<file path="config.mk">
export PLATFORM = sky130hd
export DESIGN_NAME = sram_like_to_axi
export DESIGN_NICKNAME = d
export VERILOG_FILES = /design/src/rtl/sram_like_to_axi.sv
export SDC_FILE = /design/constraint.sdc
export NUM_CORES = 1
export LEC_CHECK = 0
export BUFFER_PORTS_ARGS = -buffer_cell sky130_fd_sc_hd__buf_2
export CORE_AREA = 2 2 159 161
export CTS_CLUSTER_DIAMETER = 100
export CTS_CLUSTER_SIZE = 10
export DETAILED_ROUTE_END_ITERATION = 16
export DIE_AREA = 0 0 161 163
export GPL_TIMING_DRIVEN = 0
export MAX_ROUTING_LAYER = met4
export PLACE_DENSITY = 0.52
export SETUP_SLACK_MARGIN = 0.2
export SYNTH_ARGS = -nofsm -noshare
export SYNTH_HDL_FRONTEND = slang
export SYNTH_SLANG_ARGS = --single-unit
</file>
<file path="constraint.sdc">
create_clock -name clk -period 1.3 [get_ports clk]
set_input_delay 0.13 -clock clk [delete_from_list [all_inputs] [get_ports clk]]
set_output_delay 0.13 -clock clk [all_outputs]
set_load 0.005 [all_outputs]
</file>
<file path="src/rtl/sram_like_to_axi.sv">
// rtl/sram_like_to_axi.sv - bridge from two SRAM-like ports (inst/data) to one single-beat AXI3 master
// Fixed data-first arbitration with at most one AXI transaction outstanding at any time.
module sram_like_to_axi (
  input  logic        clk,
  input  logic        resetn,

  input  logic        inst_req,
  input  logic        inst_wr,
  input  logic [1:0]  inst_size,
  input  logic [31:0] inst_addr,
  input  logic [31:0] inst_wdata,
  output logic        inst_addr_ok,
  output logic        inst_data_ok,
  output logic [31:0] inst_rdata,

  input  logic        data_req,
  input  logic        data_wr,
  input  logic [1:0]  data_size,
  input  logic [31:0] data_addr,
  input  logic [31:0] data_wdata,
  output logic        data_addr_ok,
  output logic        data_data_ok,
  output logic [31:0] data_rdata,

  output logic [3:0]  arid,
  output logic [31:0] araddr,
  output logic [3:0]  arlen,
  output logic [2:0]  arsize,
  output logic [1:0]  arburst,
  output logic [1:0]  arlock,
  output logic [3:0]  arcache,
  output logic [2:0]  arprot,
  output logic        arvalid,
  input  logic        arready,

  input  logic [3:0]  rid,
  input  logic [31:0] rdata,
  input  logic [1:0]  rresp,
  input  logic        rlast,
  input  logic        rvalid,
  output logic        rready,

  output logic [3:0]  awid,
  output logic [31:0] awaddr,
  output logic [3:0]  awlen,
  output logic [2:0]  awsize,
  output logic [1:0]  awburst,
  output logic [1:0]  awlock,
  output logic [3:0]  awcache,
  output logic [2:0]  awprot,
  output logic        awvalid,
  input  logic        awready,

  output logic [3:0]  wid,
  output logic [31:0] wdata,
  output logic [3:0]  wstrb,
  output logic        wlast,
  output logic        wvalid,
  input  logic        wready,

  input  logic [3:0]  bid,
  input  logic [1:0]  bresp,
  input  logic        bvalid,
  output logic        bready
);

  typedef enum logic [2:0] {
    S_IDLE    = 3'd0,
    S_RD_ADDR = 3'd1,
    S_RD_DATA = 3'd2,
    S_WR      = 3'd3,
    S_WR_RESP = 3'd4
  } state_t;

  state_t      r_state;
  state_t      w_next_state;
  logic        r_owner;
  logic        r_wr;
  logic [1:0]  r_size;
  logic [31:0] r_addr;
  logic [31:0] r_wdata;
  logic        r_aw_done;
  logic        r_w_done;
  logic        w_grant;
  logic        w_unused;

  assign w_grant  = data_req | inst_req;
  assign w_unused = ^{inst_wr, inst_wdata, rid, rresp, rlast, bid, bresp, r_wr};

  always_ff @(posedge clk) begin
    if (!resetn) begin
      r_state   <= S_IDLE;
      r_owner   <= 1'b0;
      r_wr      <= 1'b0;
      r_size    <= 2'd0;
      r_addr    <= 32'd0;
      r_wdata   <= 32'd0;
      r_aw_done <= 1'b0;
      r_w_done  <= 1'b0;
    end else begin
      r_state <= w_next_state;
      if (r_state == S_IDLE && w_grant) begin
        r_owner   <= data_req;
        r_wr      <= data_req & data_wr;
        r_size    <= data_req ? data_size : inst_size;
        r_addr    <= data_req ? data_addr : inst_addr;
        r_wdata   <= data_req ? data_wdata : 32'd0;
        r_aw_done <= 1'b0;
        r_w_done  <= 1'b0;
      end
      if (r_state == S_WR) begin
        if (awvalid && awready) r_aw_done <= 1'b1;
        if (wvalid && wready)   r_w_done  <= 1'b1;
      end
    end
  end

  always_comb begin
    w_next_state = r_state;
    case (r_state)
      S_IDLE: begin
        if (data_req)      w_next_state = data_wr ? S_WR : S_RD_ADDR;
        else if (inst_req) w_next_state = S_RD_ADDR;
      end
      S_RD_ADDR: if (arready) w_next_state = S_RD_DATA;
      S_RD_DATA: if (rvalid)  w_next_state = S_IDLE;
      // A done flag or a same-cycle handshake both count as complete.
      S_WR: if ((r_aw_done || awready) && (r_w_done || wready)) w_next_state = S_WR_RESP;
      S_WR_RESP: if (bvalid)  w_next_state = S_IDLE;
      default: w_next_state = S_IDLE;
    endcase
  end

  always_comb begin
    inst_addr_ok = 1'b0;
    data_addr_ok = 1'b0;
    inst_data_ok = 1'b0;
    data_data_ok = 1'b0;
    inst_rdata   = 32'd0;
    data_rdata   = 32'd0;
    arvalid      = 1'b0;
    rready       = 1'b0;
    awvalid      = 1'b0;
    wvalid       = 1'b0;
    bready       = 1'b0;
    wstrb        = 4'b0000;
    case (r_state)
      S_IDLE: begin
        data_addr_ok = data_req;
        inst_addr_ok = inst_req & ~data_req;
      end
      S_RD_ADDR: arvalid = 1'b1;
      S_RD_DATA: begin
        rready       = 1'b1;
        inst_data_ok = rvalid & ~r_owner;
        data_data_ok = rvalid & r_owner;
        inst_rdata   = (rvalid & ~r_owner) ? rdata : 32'd0;
        data_rdata   = (rvalid & r_owner) ? rdata : 32'd0;
      end
      S_WR: begin
        awvalid = ~r_aw_done;
        wvalid  = ~r_w_done;
        case (r_size)
          2'd0:    wstrb = 4'b0001 << r_addr[1:0];
          2'd1:    wstrb = 4'b0011 << r_addr[1:0];
          default: wstrb = 4'b1111;
        endcase
      end
      S_WR_RESP: begin
        bready       = 1'b1;
        data_data_ok = bvalid;
      end
      default: ;
    endcase
  end

  assign arid    = {3'd0, r_owner};
  assign araddr  = r_addr;
  assign arsize  = {1'b0, r_size};
  assign arlen   = 4'd0;
  assign arburst = 2'b01;
  assign arlock  = 2'd0;
  assign arcache = 4'd0;
  assign arprot  = 3'd0;

  assign awid    = 4'd1;
  assign awaddr  = r_addr;
  assign awsize  = {1'b0, r_size};
  assign awlen   = 4'd0;
  assign awburst = 2'b01;
  assign awlock  = 2'd0;
  assign awcache = 4'd0;
  assign awprot  = 3'd0;

  assign wid     = 4'd1;
  assign wdata   = r_wdata;
  assign wlast   = 1'b1;

endmodule
</file>
==> flow_summary.json <==
{
  "seq_power_share": 0.331,
  "gp_congestion": 0.715,
  "ant_nets": 0,
  "power_density_nw_per_um2": 977,
  "area_growth_pct": 106,
  "setup.worst_path.start_class": "register",
  "clk_latency_ns": 0.34,
  "holdPathEnd": "wdata[4]$_SDFFE_PN0P_",
  "synth.area.top_cells": "dfxtp_1 35%, buf_4 15%, and2_1 9.9%, a211oi_2 8.4%, mux2i_1 8.2%",
  "wire_per_inst_um": 15.2,
  "drc": 0,
  "internal_power_mw": 5.73,
  "whs_ns": 0.0114,
  "fin_util": 0.348,
  "coreArea_um2": 24700,
  "failed_checks": "negative setup slack",
  "initial_core_util": 0.169,
  "nNetsFinal": 1064,
  "hold_viol": 0,
  "p_sw_mw": 2.65,
  "cts_tree": "done",
  "grt_setup_unrepaired": "yes",
  "synth_ff_type": "dfxtp_1",
  "crit_type": "reg -> out",
  "worst_slack_ns": -0.582,
  "slew_violations": 0,
  "crit_arrival_ns": 1.75,
  "critPathCaptureType": "primary output",
  "antenna_found_initial": 2,
  "drtIter0Drc": 140,
  "via_count": 4599,
  "status": "finished with violations",
  "die_w_um": 161,
  "numPortBuffers": 318,
  "drive_gt1_frac": 0.740,
  "routed_wl_mm": 18.4,
  "timing.rr.end": "araddr[27]$_SDFFE_PN0P_",
  "min_period_ns": 1.88,
  "maxCapViolations": 0,
  "yosysSeqAreaShare": 0.347,
  "crit_required_ns": 1.17,
  "cts-htree-levels": 3,
  "grt_pass1_wl_mm": 24.2,
  "r2r_cells": 9,
  "die-area_um2": 26200,
  "crit_fanout": 6,
  "cts.clk_slew.worst_paths_ns": 0.06,
  "r2r_setup_slack_ns": -0.32,
  "yosysMostFrequentCell": "buf_4",
  "clock_sinks": 72,
  "final_cells": 1212,
  "syn_area_per_cell_um2": 9.56,
  "synth_top_area_share": 0.347,
  "synth-async-reset-ratio": 0,
  "die_h_um": 163,
  "yosysUniqueCellTypes": 39,
  "viasPerCell": 3.79,
  "min_path_cells": 2,
  "clkPwrFrac": 0.272,
  "dp_hpwl_mm": 12.7,
  "cts_root_buf": "clkbuf_16",
  "tightestPinTransition_ns": 0.718,
  "combPwrFrac": 0.397,
  "max_freq_ghz": 0.531,
  "synth_edf_count": 0,
  "ir_worst_vdd_v": 0.000488,
  "rows": 58,
  "placed_cells": 1125,
  "hold_path.startpoint": "data_wdata[4]",
  "hp-class": "in -> reg",
  "ios": 410,
  "relSlewSlack": 0.521,
  "min_period_over_period": 1.45,
  "cts_buffers": 9,
  "drtPass1Iterations": 4,
  "synth_cells": 435,
  "skew_ns": 0.00765,
  "ys_seq_elements": 72,
  "grtUsageTotal": 0.124,
  "reg2reg_from": "r_state[1]$_SDFFE_PN0P_",
  "grt_pass1_vias": 4174,
  "p_leak_nw": 4.30,
  "swShare": 0.316,
  "setup_violations": 147,
  "cts.path.max_buffers": 2,
  "synthTopCellsByCount": "85 x buf_4, 72 x dfxtp_1, 66 x and2_1",
  "syn_area_um2": 4160,
  "grt_max_degree": 13,
  "grt_overflow": 0,
  "synth_top_cell_by_area": "dfxtp_1",
  "ys_warn_count": 0
}
-- worst max-delay path by stage --
stage / startpoint / end / depth (start not counted)
2_1_floorplan: r_state[0]$_SDFFE_PN0P_ / data_rdata[22] / 4
3_3_place_gp: r_state[1]$_SDFFE_PN0P_ / data_rdata[11] / 5
3_5_place_dp: r_state[1]$_SDFFE_PN0P_ / data_rdata[11] / 5
4_1_cts: r_state[0]$_SDFFE_PN0P_ / data_rdata[27] / 6
5_1_grt: r_state[0]$_SDFFE_PN0P_ / data_rdata[18] / 6
6_report: r_state[0]$_SDFFE_PN0P_ / data_rdata[18] / 6
-- cells in the final DEF, fill, tap and decap left out, types with 2 or more instances in the layout --
cell,instances
and2_1,6
buf_12,6
buf_8,12
nand2b_1,2
dlygate4sd3_1,28
a21oi_2,15
o22ai_2,2
nand2_1,3
diode_2,2
nor3b_4,3
mux2i_1,34
nor2_2,3
nand3b_1,6
nand2_4,2
a211oi_2,33
and2_4,61
a21oi_4,19
clkbuf_16,14
nor2_1,3
a211oi_1,2
dfxtp_4,7
buf_2,258
clkbuf_2,3
a22o_1,32
dfxtp_2,14
nor3_4,2
clkbuf_1,2
a21oi_1,3
dfxtp_1,51
a21o_1,2
clkinvlp_4,3
buf_4,85
conb_1,44
buf_6,101
-- area by class of cell --
type,instances,area (um^2)
fill,2547,16100
timing repair buffer,388,2810
multi-input combinational,290,2610
sequential,72,1490
buffer,113,988
tap,330,413
clock buffer,10,229
clock inverter,5,33.8
inverter,2,7.51
antenna,2,5.00
-- critical path, cell delays in order, from the launching register on --
cell,delay (ns)
dfxtp_4,0.35
nand3b_1,0.26
nor3b_4,0.28
buf_6,0.18
buf_6,0.13
and2_4,0.13
buf_6,0.09
-- through the flow --
step / TNS [ns] / cell area, um^2 / power [mW] / worst slack [ns]
2_1_floorplan: 0 / 4350 / 4.02 / 0.0537
3_3_place_gp: -41.55 / 6360 / 4.99 / -0.503
3_5_place_dp: -40.60 / 6360 / 5.01 / -0.474
4_1_cts: -49.32 / 7300 / 7.57 / -0.559
5_1_grt: -60.37 / 8580 / 8.89 / -0.654
6_report: -49.78 / 8580 / 8.39 / -0.582
-- registers in the layout, indices dropped and copies added, names as in the netlist --
signal	count
araddr	32
wdata	32
r_state	3
r_size	2
r_aw_done	1
r_owner	1
r_w_done	1
-- cell families after synthesis --
group,Yosys count,share of synthesized area
AO/OA/AOI/OAI,116,0.234
buffers and inverters,115,0.193
AND/OR/NAND/NOR,96,0.143
flip-flops,72,0.347
multiplexers,34,0.0819
other,2,0.00181
-- power by group through the flow --
| stage | combinational, mW | clock [mW] | sequential [mW] |
|---|---|---|---|
| after global placement | 2.24 | 0 | 2.75 |
| after CTS | 2.46 | 2.40 | 2.71 |
| after global routing | 3.58 | 2.50 | 2.82 |
| after floorplan | 1.31 | 0 | 2.71 |
| after detailed placement | 2.26 | 0 | 2.74 |
| final | 3.33 | 2.28 | 2.78 |
-- layer usage --
metal | part of all wire | GRT usage | routed length (um)
met2 | 0.51 | 0.201 | 9360
met4 | 0.012 | 0.0361 | 213
met1 | 0.43 | 0.155 | 7910
met5 | 0 | - | 0
met3 | 0.051 | 0.0288 | 946
-- timing repair --
action / CTS / global route
endpoints found under the setup margin: 158 / 165
gates resized for setup: 78 / 247
gates cloned: 4 / 9
buffers inserted: 8 / 21
hold buffers: 28 / 0
endpoints found under the hold margin: 28 / 0
pin swaps: 31 / 112
(Power assumes the default switching activity.)
